`src/rtl/sc_regbank_arbiter.sv`:
```
// Round-robin arbiter for four requesters sharing one register-bank write port.
// It also runs a bank-clear sweep that writes zero to every register.
module sc_regbank_arbiter #(
    parameter int unsigned DATA_WIDTH = 4,
    parameter int unsigned ADDR_WIDTH = 3,
    parameter int unsigned NREGS      = 8
) (
    input  logic                    SC_REGBANK_ARBITER_CLOCK_50,
    input  logic                    SC_REGBANK_ARBITER_RESET_InLow,
    input  logic [3:0]              SC_REGBANK_ARBITER_req_InBUS,
    input  logic [4*ADDR_WIDTH-1:0] SC_REGBANK_ARBITER_addr_InBUS,
    input  logic [4*DATA_WIDTH-1:0] SC_REGBANK_ARBITER_data_InBUS,
    input  logic                    SC_REGBANK_ARBITER_clear_InHigh,
    output logic                    SC_REGBANK_ARBITER_wren_Out,
    output logic [ADDR_WIDTH-1:0]   SC_REGBANK_ARBITER_addr_OutBUS,
    output logic [DATA_WIDTH-1:0]   SC_REGBANK_ARBITER_data_OutBUS,
    output logic [3:0]              SC_REGBANK_ARBITER_grant_OutBUS,
    output logic [3:0]              SC_REGBANK_ARBITER_ack_OutBUS,
    output logic                    SC_REGBANK_ARBITER_busy_Out
);

    localparam int unsigned CntW = (NREGS > 1) ? $clog2(NREGS) : 1;

    typedef enum logic [2:0] {
        StIdle,
        StWrite,
        StAck,
        StRelease,
        StClear
    } state_e;

    state_e                r_state, w_state_d;
    logic [1:0]            r_ptr, w_ptr_d;
    logic [1:0]            r_idx, w_idx_d;
    logic [CntW-1:0]       r_cnt, w_cnt_d;
    logic                  r_pend, w_pend_d;
    logic [1:0]            w_pick;

    logic                  r_wren, w_wren_d;
    logic [ADDR_WIDTH-1:0] r_addr, w_addr_d;
    logic [DATA_WIDTH-1:0] r_data, w_data_d;
    logic [3:0]            r_grant, w_grant_d;
    logic [3:0]            r_ack, w_ack_d;
    logic                  r_busy, w_busy_d;

    // Descending scan so the requester closest to r_ptr is assigned last and wins.
    always_comb begin
        logic [1:0] v_cand;
        w_pick = r_ptr;
        v_cand = r_ptr;
        for (int k = 3; k >= 0; k--) begin
            v_cand = r_ptr + 2'(k);
            if (SC_REGBANK_ARBITER_req_InBUS[v_cand]) begin
                w_pick = v_cand;
            end
        end
    end

    always_comb begin
        w_state_d = r_state;
        w_ptr_d   = r_ptr;
        w_idx_d   = r_idx;
        w_cnt_d   = r_cnt;
        w_pend_d  = r_pend | SC_REGBANK_ARBITER_clear_InHigh;

        unique case (r_state)
            StIdle: begin
                if (r_pend) begin
                    // A clear arriving on the entry cycle itself still queues one more sweep.
                    w_pend_d  = SC_REGBANK_ARBITER_clear_InHigh;
                    w_cnt_d   = '0;
                    w_state_d = StClear;
                end else if (SC_REGBANK_ARBITER_req_InBUS != 4'b0000) begin
                    w_idx_d   = w_pick;
                    w_state_d = StWrite;
                end
            end
            StWrite:   w_state_d = StAck;
            StAck: begin
                w_ptr_d   = r_idx + 2'd1;
                w_state_d = StRelease;
            end
            StRelease: begin
                if (!SC_REGBANK_ARBITER_req_InBUS[r_idx]) begin
                    w_state_d = StIdle;
                end
            end
            StClear: begin
                if (r_cnt == CntW'(NREGS - 1)) begin
                    w_cnt_d   = '0;
                    w_state_d = StIdle;
                end else begin
                    w_cnt_d = r_cnt + CntW'(1);
                end
            end
            default:   w_state_d = StIdle;
        endcase
    end

    // Outputs are decoded from the next state so they line up with the state register.
    always_comb begin
        w_wren_d  = 1'b0;
        w_addr_d  = '0;
        w_data_d  = '0;
        w_grant_d = 4'b0000;
        w_ack_d   = 4'b0000;
        w_busy_d  = (w_state_d != StIdle);
        unique case (w_state_d)
            StWrite: begin
                w_wren_d  = 1'b1;
                w_addr_d  = SC_REGBANK_ARBITER_addr_InBUS[w_pick*ADDR_WIDTH +: ADDR_WIDTH];
                w_data_d  = SC_REGBANK_ARBITER_data_InBUS[w_pick*DATA_WIDTH +: DATA_WIDTH];
                w_grant_d = 4'b0001 << w_idx_d;
            end
            StAck: begin
                w_grant_d = 4'b0001 << w_idx_d;
                w_ack_d   = 4'b0001 << w_idx_d;
            end
            StRelease: w_grant_d = 4'b0001 << w_idx_d;
            StClear: begin
                w_wren_d = 1'b1;
                w_addr_d = ADDR_WIDTH'(w_cnt_d);
            end
            default: ;
        endcase
    end

    always_ff @(posedge SC_REGBANK_ARBITER_CLOCK_50 or negedge SC_REGBANK_ARBITER_RESET_InLow) begin
        if (!SC_REGBANK_ARBITER_RESET_InLow) begin
            r_state <= StIdle;
            r_ptr   <= '0;
            r_idx   <= '0;
            r_cnt   <= '0;
            r_pend  <= 1'b0;
            r_wren  <= 1'b0;
            r_addr  <= '0;
            r_data  <= '0;
            r_grant <= 4'b0000;
            r_ack   <= 4'b0000;
            r_busy  <= 1'b0;
        end else begin
            r_state <= w_state_d;
            r_ptr   <= w_ptr_d;
            r_idx   <= w_idx_d;
            r_cnt   <= w_cnt_d;
            r_pend  <= w_pend_d;
            r_wren  <= w_wren_d;
            r_addr  <= w_addr_d;
            r_data  <= w_data_d;
            r_grant <= w_grant_d;
            r_ack   <= w_ack_d;
            r_busy  <= w_busy_d;
        end
    end

    assign SC_REGBANK_ARBITER_wren_Out     = r_wren;
    assign SC_REGBANK_ARBITER_addr_OutBUS  = r_addr;
    assign SC_REGBANK_ARBITER_data_OutBUS  = r_data;
    assign SC_REGBANK_ARBITER_grant_OutBUS = r_grant;
    assign SC_REGBANK_ARBITER_ack_OutBUS   = r_ack;
    assign SC_REGBANK_ARBITER_busy_Out     = r_busy;

endmodule

```
`config.mk`:
```
export PLATFORM = sky130hd
export DESIGN_NAME = sc_regbank_arbiter
export DESIGN_NICKNAME = d
export VERILOG_FILES = /design/src/rtl/sc_regbank_arbiter.sv
export SDC_FILE = /design/constraint.sdc
export NUM_CORES = 1
export LEC_CHECK = 0
export BUFFER_PORTS_ARGS = -buffer_cell sky130_fd_sc_hd__buf_2
export CAP_MARGIN = 30
export CORE_MARGIN = 8
export CORE_UTILIZATION = 43
export CTS_CLUSTER_DIAMETER = 150
export CTS_CLUSTER_SIZE = 12
export DETAILED_ROUTE_END_ITERATION = 8
export PLACE_DENSITY = 0.74
export SYNTH_ARGS = -nofsm -noshare
export SYNTH_HDL_FRONTEND = slang
export SYNTH_SLANG_ARGS = --single-unit
```
`constraint.sdc`:
```
create_clock -name SC_REGBANK_ARBITER_CLOCK_50 -period 1.8 [get_ports SC_REGBANK_ARBITER_CLOCK_50]
set_input_delay 0.18 -clock SC_REGBANK_ARBITER_CLOCK_50 [delete_from_list [all_inputs] [get_ports SC_REGBANK_ARBITER_CLOCK_50]]
set_output_delay 0.18 -clock SC_REGBANK_ARBITER_CLOCK_50 [all_outputs]
set_load 0.005 [all_outputs]
```
Yosys cells after proc, flatten, opt, wreduce, memory -nomap -nowiden
Cells that the tools add are included.
{"block": "word_totals", "inputBits": 35, "word_cells": 72, "register_bits": 28, "output_inout_bits": 17}
{"block": "op_classes", "muxes": 32, "reduce_logical": 5, "eq_ne": 9, "order_cmp": 5, "n_shift": 3, "n_mul": 1, "addsub": 5, "bitwise": 1}
{"operator": "$mux W3", "n": 6}
{"operator": "$shiftx A16 B5 Y4", "n": 1}
{"operator": "$lt A2 B3 Y1 const B", "n": 5}
{"operator": "$pmux W3 S5", "n": 1}
{"operator": "$mux W2", "n": 7}
{"operator": "$eq A3 B2 Y1 const B", "n": 4}
{"operator": "$mux W4", "n": 3}
{"operator": "$pmux W3 S2", "n": 2}
{"operator": "$shiftx A12 B5 Y3", "n": 1}
{"operator": "$bmux W1 S2", "n": 5}
{"operator": "$eq A3 B3 Y1 const B", "n": 3}
{"operator": "$mux W1", "n": 8}
{"operator": "$eq A3 B1 Y1 const B", "n": 2}
{"operator": "$add A2 B1 Y2 const B", "n": 2}
{"operator": "$add A2 B2 Y2 const B", "n": 2}
{"operator": "$mul A2 B2 Y4 const B", "n": 1}
{"operator": "$reduce_bool A4 Y1", "n": 1}
{"operator": "$shl A1 B2 Y4 const A", "n": 1}
{"operator": "$add A3 B1 Y3 const B", "n": 1}
{"operator": "$logic_not A3 Y1", "n": 1}
{"operator": "$reduce_bool A3 Y1", "n": 1}
{"operator": "$reduce_or A3 Y1", "n": 1}
{"operator": "$reduce_or A2 Y1", "n": 1}
{"operator": "$or A1 B1 Y1", "n": 1}

Longest topological paths before layout
{"block": "logic_depth", "depth_word": 12, "mapped_depth": 8, "ltp_nobuf": 6}

Least setup slack after synthesis
No wires, ideal clock.
{"block": "synth_path", "path_kind": "flip-flop to flip-flop", "from": "register r_state[2]", "to": "register r_grant[1], in the netlist SC_REGBANK_ARBITER_grant_OutBUS[1]", "path_slack_ns": -0.218, "stages_incl_launch_ff": 9, "t_arrival_ns": 1.949, "setup_time_ns": 0.069, "path_buffers": 2, "synth_period_minus_slack_ns": 2.018, "path_cell_list": "dfrtp_1 buf_6 or3_4 or3_1 buf_6 o41a_1 clkinv_2 nand2_2 nor2_2"}
{"block": "synth_via", "elab_cells_between_ends": 17}
{"element": "from (decl)", "line": "32", "source": "state_e r_state, w_state_d;"}
{"element": "from (signal assigned)", "line": "130", "source": "r_state <= StIdle;"}
{"element": "from (signal assigned)", "line": "142", "source": "r_state <= w_state_d;"}
{"element": "$logic_not A3 Y1", "line": "66", "source": "unique case (r_state)"}
{"element": "$mux W2", "line": "66"}
{"element": "net w_idx_d[0]", "line": "34", "source": "logic [1:0] r_idx, w_idx_d;"}
{"element": "$shl A1 B2 Y4", "line": "113, 116, 119"}
{"element": "$mux W4"}
{"element": "net w_grant_d[1]", "line": "42", "source": "logic [3:0] r_grant, w_grant_d;"}
{"element": "to (signal assigned)", "line": "150", "source": "r_grant <= w_grant_d;"}
{"element": "to (decl)", "line": "42"}
The timed path passes the listed nets, and every way through them passes these cells.
A chain may end at the register's enable or synchronous reset.

Final worst setup path
{"block": "layout_path", "from": "register r_state[0]", "to": "register r_ack[3], in the netlist SC_REGBANK_ARBITER_ack_OutBUS[3]"}
{"block": "layout_via", "elab_chain_len": 5, "elab_cells_between_ends": 14}
{"element": "$mux W3", "line": "73", "source": "end else if (SC_REGBANK_ARBITER_req_InBUS != 4'b0000) begin"}
{"element": "$mux W3", "line": "68", "source": "if (r_pend) begin"}
{"element": "$pmux W3 S5", "line": "66"}
{"element": "$eq A3 B2 Y1", "line": "108", "source": "unique case (w_state_d)"}
{"element": "$mux W4 (*)", "line": "108"}
{"element": "net w_ack_d[3]", "line": "43", "source": "logic [3:0] r_ack, w_ack_d;"}
{"element": "to (signal assigned)", "line": "151", "source": "r_ack <= w_ack_d;"}
{"element": "to (decl)", "line": "43"}
The timed path passes the listed nets; every way through them passes the cells marked *.

==> impl_metrics.ini <==
[run_status]
status = finished with violations
failed_checks = setup timing

[power_and_ir_drop]
p_per_area_nw_per_um2 = 1260
p_total_uw = 2490
leakage_uw = 0.000970
peakVddDrop_v = 0.000685

[placed_design]
dpl.hpwl_mm = 2.92
place_inst = 236
dp_slack_ps = -68.2
dpl-instance-area_um2 = 1840
gp_congestion = 0.890
io_buffers = 51

[drt]
drc = 0
avgRoutedWirePerCell_um = 15.2
dr.first_iter.drc_count = 42
routed_wl_mm = 3.75
vias = 1270
first_pass_iters = 4
ant_nets = 0
avgViaCountPerCell = 5.16

[worst_setup_path]
critical_path_class = register to register
slowest_delay_ps = 410
setup.worst_path.end = SC_REGBANK_ARBITER_ack_OutBUS[3]$_DFF_PN0_
cp_common_cell = or3_4
reg2regPathDepth = 4
r2r_start = r_state[0]$_DFF_PN0_
critPathLaunch = r_state[0]$_DFF_PN0_
crit_slowest_cell = dfrtp_1
end_kind = register
cp_max_fo = 4
r2r_end = SC_REGBANK_ARBITER_ack_OutBUS[3]$_DFF_PN0_
cp.arrival_ps = 2110
path_cells = or3_4, or3_4, o41a_1, nor3_1
cp.required_ps = 2030
rrSetupSlack_ps = -90
cp-start-kind = register

[global_route]
antenna_found_initial = 0
grt_pass1_vias = 1447
grt-ovfl-total = 0
grt_max_degree = 29
track_usage_pct = 14.8
grt_pass1_wl_mm = 6.27

[floorplanning]
die_x_um = 72.9
num_rows = 20
die_area_um2 = 5320
io_pins = 52
die_h_um = 72.9
core_area_um2 = 3080
start_util_pct = 45.3

[clock_tree]
cts.sink_count = 28
clockBufferDepth = 2
cts_buffers = 3
worstSkewPairLatency_ps = 320
htreeDepth = 1
cts_tree = yes
cts-root-buf = clkbuf_4
clk_pin_slew_ps = 150

[final_layout]
final_common_cell = buf_2
nNetsFinal = 240
final_area_um2 = 1980
drive_gt1_share_pct = 54.5
final_cell_mix = buf_2 (51), dfrtp_1 (26), buf_4 (24)
syn2layout_area_growth_pct = 42.2
final_cells = 246
diodes = 0

[sta]
slew_headroom_pct = 59.5
period_share_pct = 105
fmax_mhz = 530
grt_setup_unrepaired = yes
setup_tns_ps = -312
worst_pin_slew_ps = 608
skew_ps = 6.84
finalHoldViolCount = 0
min_period_ps = 1890
slew_violations = 0
fin_ws_ps = -88.5
setup-violations-final = 10

[synth]
synthCells = 123
ys_seq_area_share_pct = 50.3
synth-main-ff-cell = dfrtp_1
synth_edf_count = 0
syn_nets = 160
yosysUniqueCellTypes = 43
syn_area_per_cell_um2 = 11.3
synth.yosys.warnings = 0
synthArstFlopShare_pct = 100
syn_area_um2 = 1390
synth-seq-cells = 28

[hold_path]
worstHoldPathType = input port to register
min_path_cells = 2

[run]
maxCapViolations = 0
-- critical path, delay by kind of cell, from the launching register on --
family | cells | cell delay, ps
AOI/OAI and AO/OA | 1 | 390
DFF | 1 | 410
and+or+nand+nor | 3 | 990
-- how the worst min path moves through the flow --
stage,slack (ps),startpoint,endpoint
floorplan,-120,SC_REGBANK_ARBITER_RESET_InLow,SC_REGBANK_ARBITER_ack_OutBUS[0]$_DFF_PN0_
global placement,220,SC_REGBANK_ARBITER_RESET_InLow,SC_REGBANK_ARBITER_data_OutBUS[3]$_DFF_PN0_
detailed placement,240,SC_REGBANK_ARBITER_RESET_InLow,SC_REGBANK_ARBITER_data_OutBUS[2]$_DFF_PN0_
CTS,7,SC_REGBANK_ARBITER_clear_InHigh,r_pend$_DFF_PN0_
global route,20,SC_REGBANK_ARBITER_clear_InHigh,r_pend$_DFF_PN0_
finish,20,SC_REGBANK_ARBITER_clear_InHigh,r_pend$_DFF_PN0_
-- layer usage --
metal	global-route usage, %	part of all wire, %	vias up
li1	-	-	621
met1	16.0	41	615
met2	27.0	54	26
met3	2.20	2.7	8
met4	8.00	2.7	0
met5	0	0	-
-- what timing repair did --
action	4_1_cts	5_1_grt
hold endpoints to repair	28	0
hold buffers	1	0
pin swaps	3	5
resized for setup	7	9
buffers inserted	5	0
setup endpoints to repair	10	14
-- kinds of logic after synthesis --
kind of cell / Yosys count / synth area share, %
compound gates: 34 / 18.3
xor+xnor: 1 / 0.628
fa+ha+maj: 2 / 1.80
buf+inv: 6 / 2.87
flops: 28 / 50.3
mux: 8 / 9.34
simple gates: 44 / 16.8
-- cell usage after synthesis (3+ instances only) --
cell type	number	area, µm²
and3_1	3	18.8
nor2_1	9	33.8
mux4_2	4	90.1
nor2b_1	3	18.8
o21ai_0	3	15.0
nor3_1	6	30.0
dfrtp_1	28	701
a21oi_1	3	15.0
nand2_1	10	37.5
mux2i_1	4	40.0
o21bai_1	3	22.5
a211oi_1	8	60.1
-- metrics by stage --
stage	hold slack [ps]	utilization [%]
4_1_cts	7.06	63.3
6_report	17.8	64.4
2_1_floorplan	-116	-
5_1_grt	15.4	64.4
3_3_place_gp	222	59.7
3_5_place_dp	239	59.7
-- layout make-up --
cell class                 count  area [µm²]
fill                         234        1100
sequential                    28         703
multi-input combinational     89         699
timing repair buffer          79         479
tap                           44        55.1
clock buffer                   4        36.3
inverter                       2        8.76
-- report_power, final --
group	internal, µW	switching [µW]	total [µW]
clock network	124	179	302
logic	704	576	1280
registers	793	115	908
-- sequential cells by signal, indices dropped and copies added, names as in the netlist --
signal and count:
r_pend 1, r_idx 2, SC_REGBANK_ARBITER_addr_OutBUS 3, SC_REGBANK_ARBITER_grant_OutBUS 4, r_state 3, r_cnt 3
SC_REGBANK_ARBITER_wren_Out 1, SC_REGBANK_ARBITER_busy_Out 1, SC_REGBANK_ARBITER_ack_OutBUS 4, SC_REGBANK_ARBITER_data_OutBUS 4, r_ptr 2
Power figures use the tool's default switching activity.
